## src/rtl/uart_rx_fifo.sv

```systemverilog
// Receive-side buffer between the UART receiver and the CPU bus: captures each
// completed frame with its error flags and queues it in a show-ahead FIFO.
module uart_rx_fifo #(
    parameter int ADDR_W       = 4,
    parameter int GUARD_CYCLES = 4
) (
    input  logic              clk16x,
    input  logic              clrn,
    input  logic              r_ready,
    input  logic [7:0]        rx_d,
    input  logic              rx_perr,
    input  logic              rx_ferr,
    output logic              rx_rdn,
    input  logic              cpu_rd,
    output logic [7:0]        cpu_data,
    output logic              cpu_perr,
    output logic              cpu_ferr,
    output logic              empty,
    output logic              full,
    output logic [ADDR_W:0]   count,
    output logic              overrun,
    input  logic              clr_ovr
);

    localparam int DEPTH = 1 << ADDR_W;
    localparam int GW    = (GUARD_CYCLES < 2) ? 1 : $clog2(GUARD_CYCLES + 1);

    typedef enum logic [1:0] {
        IDLE,
        READ,
        GUARD
    } state_t;

    state_t          state, state_nx;
    logic [GW-1:0]   gcnt, gcnt_nx;
    logic            perr_hold, ferr_hold;

    logic [9:0]        mem [DEPTH];
    logic [ADDR_W-1:0] wr_ptr, rd_ptr;
    logic [9:0]        head;
    logic              push, push_ok, pop_ok, ovr_set;

    always_comb begin
        state_nx = state;
        gcnt_nx  = gcnt;
        case (state)
            IDLE: begin
                if (r_ready) state_nx = READ;
            end
            READ: begin
                state_nx = GUARD;
                gcnt_nx  = '0;
            end
            GUARD: begin
                // Any r_ready echo restarts the quiet-period count.
                if (r_ready) begin
                    gcnt_nx = '0;
                end else if (gcnt == GW'(GUARD_CYCLES - 1)) begin
                    gcnt_nx  = '0;
                    state_nx = IDLE;
                end else begin
                    gcnt_nx = gcnt + 1'b1;
                end
            end
            default: state_nx = IDLE;
        endcase
    end

    // The strobe lags the READ state by one edge, so the push lands on its closing edge.
    always_ff @(posedge clk16x or negedge clrn) begin
        if (!clrn) begin
            state     <= IDLE;
            gcnt      <= '0;
            rx_rdn    <= 1'b1;
            perr_hold <= 1'b0;
            ferr_hold <= 1'b0;
        end else begin
            state  <= state_nx;
            gcnt   <= gcnt_nx;
            rx_rdn <= (state != READ);
            if (state == IDLE && r_ready) begin
                perr_hold <= rx_perr;
                ferr_hold <= rx_ferr;
            end
        end
    end

    assign push    = !rx_rdn;
    assign empty   = (count == '0);
    assign full    = count[ADDR_W];
    assign pop_ok  = cpu_rd && !empty;
    assign push_ok = push && (!full || pop_ok);
    assign ovr_set = push && full && !pop_ok;

    always_ff @(posedge clk16x or negedge clrn) begin
        if (!clrn) begin
            wr_ptr  <= '0;
            rd_ptr  <= '0;
            count   <= '0;
            overrun <= 1'b0;
        end else begin
            if (push_ok) wr_ptr <= wr_ptr + 1'b1;
            if (pop_ok)  rd_ptr <= rd_ptr + 1'b1;
            case ({push_ok, pop_ok})
                2'b10:   count <= count + 1'b1;
                2'b01:   count <= count - 1'b1;
                default: count <= count;
            endcase
            if (ovr_set)      overrun <= 1'b1;
            else if (clr_ovr) overrun <= 1'b0;
        end
    end

    always_ff @(posedge clk16x) begin
        if (push_ok) mem[wr_ptr] <= {ferr_hold, perr_hold, rx_d};
    end

    assign head     = mem[rd_ptr];
    assign cpu_data = head[7:0];
    assign cpu_perr = head[8];
    assign cpu_ferr = head[9];

endmodule

```

## config.mk

```make
export PLATFORM = sky130hd
export DESIGN_NAME = uart_rx_fifo
export DESIGN_NICKNAME = d
export VERILOG_FILES = /design/src/rtl/uart_rx_fifo.sv
export SDC_FILE = /design/constraint.sdc
export NUM_CORES = 1
export LEC_CHECK = 0
export CORE_MARGIN = 2
export CORE_UTILIZATION = 30
export CTS_CLUSTER_SIZE = 25
export DETAILED_ROUTE_END_ITERATION = 6
export DONT_BUFFER_PORTS = 1
export PLACE_DENSITY = 0.45
export SYNTH_ARGS = -nofsm -noshare
export SYNTH_HDL_FRONTEND = slang
export SYNTH_SLANG_ARGS = --single-unit
```

## constraint.sdc

```tcl
create_clock -name clk16x -period 3.4 [get_ports clk16x]
set_clock_uncertainty 0.1 [all_clocks]
set_input_delay 0.85 -clock clk16x [delete_from_list [all_inputs] [get_ports clk16x]]
set_output_delay 0.85 -clock clk16x [all_outputs]
set_load 0.01 [all_outputs]
```

==> impl_metrics.yaml <==
sta:
  worstMarginPinSlew_ps: 999
  finalHoldViolCount: 0
  setup-tns-final_ps: 0
  max_slew_margin_pct: 33.2
  max_freq_mhz: 318
  drv_slew: 0
  fin_crit_sh_pct: 92.5
  finalSetupViolations: 0
  min_period_ps: 3150
  grt_setup_unrepaired: "false"
  whs_ps: 157
cells_and_area:
  syn2layout_area_growth_pct: 15.2
  stdcell_count: 734
  fin_area_um2: 8440
  nets: 426
  diodes: 0
  drive_gt1_share_pct: 24.9
  final_util_pct: 34.9
route:
  first_iter_violations: 300
  drc_errors: 0
  wire_per_inst_um: 22.3
  post_drt_via_cell_ratio: 4.68
  drt-pass1-iter-count: 4
  drtAntennaViolNets: 0
  num_vias: 3438
  drt-total-wl_mm: 16.4
synthesis:
  synth_top_cell_by_area: "edfxtp_1"
  yosysSeqAreaShare_pct: 73.1
  synth_edf_count: 160
  synthMuxAreaShare_pct: 13.3
  yosysTopAreaCellShare_pct: 65.6
  synthAdderAreaFrac_pct: 2.39
  synth_seq_cells: 182
  netlist_area_um2: 7320
  synthDistinctLibCells: 40
  yosys_most_used_dff: "edfxtp_1"
  async_flop_share_pct: 12.1
  synth-compound-area-share_pct: 3.37
  synth_simple_gate_area_share_pct: 4.56
  synthXorXnorAreaFrac_pct: 1.43
  yosys_warnings: 0
  synth_nets: 400
  synth_top_family_by_area: "multiplexers"
  syn_avg_cell_area_um2: 19.7
  yosys-top-cells-area: "edfxtp_1 66%, mux4_2 12%, dfrtp_1 7.2%, ha_1 2.4%, a22oi_1 2.0%"
  syn_inst: 371
power:
  switching_share_pct: 32.5
  clock_power_share_pct: 28.0
  internal_power_mw: 4.70
  p_switching_mw: 2.26
  sequentialPowerShare_pct: 43.4
  p_leak_nw: 2.81
  combPwrFrac_pct: 28.6
  powerDensity_nw_per_um2: 825
  peakVddDrop_mv: 0.335
run_status:
  status: "finished, final reports clean"
worst_setup_path:
  required_ps: 2450
  crit_type: "reg -> out"
  r2r_cells: 9
  cp-start-kind: "register"
  critPathMaxFanout: 17
  worstPathArrival_ps: 2200
  end_kind: "primary output"
floorplanning:
  core_area_um2: 24200
  rows: 57
  die_w_um: 160
  initial_core_util_pct: 30.3
  chipHeight_um: 160
  io_pins: 34
  dieArea_um2: 25700
placement:
  hpwlAfterDp_mm: 9.71
  port_buffers: 0
  routabilityCongestion: 0.678
  place_area_um2: 7840
  post-place-cells: 701
clocking:
  cts_resized: 0
  clkTransAtPathRegs_ps: 70
  clock_latency_ps: 430
  cts.sinks: 182
  cts_buffer_depth: 2
  cts_tree: "built"
  cts_made_buffers: 17
  htree_levels: 4
  cts_root_buf: "clkbuf_16"
  post-cts-setup-buffer-count: 0
grt:
  grt_max_degree: 44
  grt-ovfl-total: 0
  grt_usage_pct: 13.4
  grt_pass1_wl_mm: 24.4
  grt_pass1_vias: 3663
  antenna_found_initial: 0
flow_run:
  drv_cap: 0
worst_hold_path:
  hold_path.class: "in -> async"
==> per-stage QoR <==
stage | setup WS (ps) | power, mW
2_1_floorplan | 635 | 4.48
3_3_place_gp | 625 | 5.08
3_5_place_dp | 623 | 5.12
4_1_cts | 166 | 7.09
5_1_grt | 89.9 | 7.36
6_report | 254 | 6.96
==> critical path, cell delays in order, from the launching register on <==
cell	delay, ps
dfrtp_2	530
buf_12	240
mux4_2	510
a22oi_1	290
nand2_1	190
==> path summary, 6_finish.rpt <==
kind | from | end | slack, ps
setup / recovery | rd_ptr[0]$_DFFE_PN0P_ | cpu_data[6] | 250
hold / removal | clrn | rx_rdn$_DFF_PN1_ | 160
setup reg to reg | count[2]$_DFFE_PN0P_ | count[4]$_DFFE_PN0P_ | 600
hold reg to reg | state[1]$_DFFE_PN0P_ | state[1]$_DFFE_PN0P_ | 440
max in group asynchronous | clrn | rd_ptr[0]$_DFFE_PN0P_ | 1590
min in group clk16x | rx_d[2] | mem[8][2]$_DFFE_PP_ | 400
==> cells in the mapped netlist, types with 2 or more instances <==
cell type and n:
nand4_1 2, xnor2_1 6, nor3b_1 2, buf_6 3, o21ai_0 2, and2_1 13, a21oi_1 3, buf_4 3
nor3_1 3, buf_2 3, nor2_1 2, mux4_2 40, o22ai_1 2, nand2_1 16, edfxtp_1 160, nand2b_1 5
ha_1 14, xor2_1 6, dfrtp_1 21, o21ai_1 2, nor2b_1 5, and4_1 4, clkbuf_1 7, inv_1 8
mux2_1 5, a22oi_1 20
==> cell families (layout without fill, tap and decap cells) <==
logic type	after synthesis	after routing
multiplexers	46	46
buffers and inverters	26	65
AND/OR/NAND/NOR	57	57
XOR/XNOR	12	12
AO/OA/AOI/OAI	34	34
flip-flops	182	182
adder cells (fa/ha/maj)	14	14
==> cell usage in the layout (no fill, tap or decap), types with 3 or more instances in the layout <==
cell / n
ha_1: 14
nand2_1: 16
and4_1: 4
inv_1: 8
and2_1: 13
mux4_2: 40
a21oi_1: 3
a22oi_1: 20
buf_4: 20
xnor2_1: 6
inv_6: 7
dfrtp_1: 19
edfxtp_1: 160
nand2b_1: 5
xor2_1: 6
mux2_1: 5
nor2b_1: 5
nor3_1: 3
buf_12: 3
clkbuf_16: 17
==> registers in the layout, summed over array words and instances (netlist names) <==
name / cells
mem: 160
count: 5
rd_ptr: 4
wr_ptr: 4
gcnt: 3
state: 2
ferr_hold: 1
overrun: 1
perr_hold: 1
rx_rdn: 1
==> power groups by stage <==
| stage | Combinational (mW) | Clock, mW | Sequential [mW] |
|---|---|---|---|
| after detailed placement | 2.05 | 0 | 3.08 |
| after global placement | 2.02 | 0 | 3.06 |
| after CTS | 2.06 | 2.00 | 3.03 |
| after floorplan | 1.52 | 0 | 2.96 |
| final | 1.99 | 1.95 | 3.02 |
| after global routing | 2.20 | 2.09 | 3.07 |
==> routing by layer <==
metal	vias to the layer above	part of all wire, %	GRT usage, %
li1	1534	-	-
met1	1822	45	18.5
met2	76	49	21.2
met3	6	5.2	3.87
met4	0	0.57	3.24
met5	-	0	0
==> cell type report <==
cell class,instances,area (um^2)
Sequential cell,182,5360
Multi-Input combinational cell,163,1830
Clock inverter,15,163
Clock buffer,17,425
Timing Repair Buffer,24,220
Tap cell,324,405
Fill cell,2290,15700
Inverter,9,33.8
==> repair_timing <==
item | CTS | global route
setup endpoints to repair | 0 | 0
endpoints found under the hold margin | 21 | 0
hold buffers | 1 | 0
(Power assumes the default switching activity.)
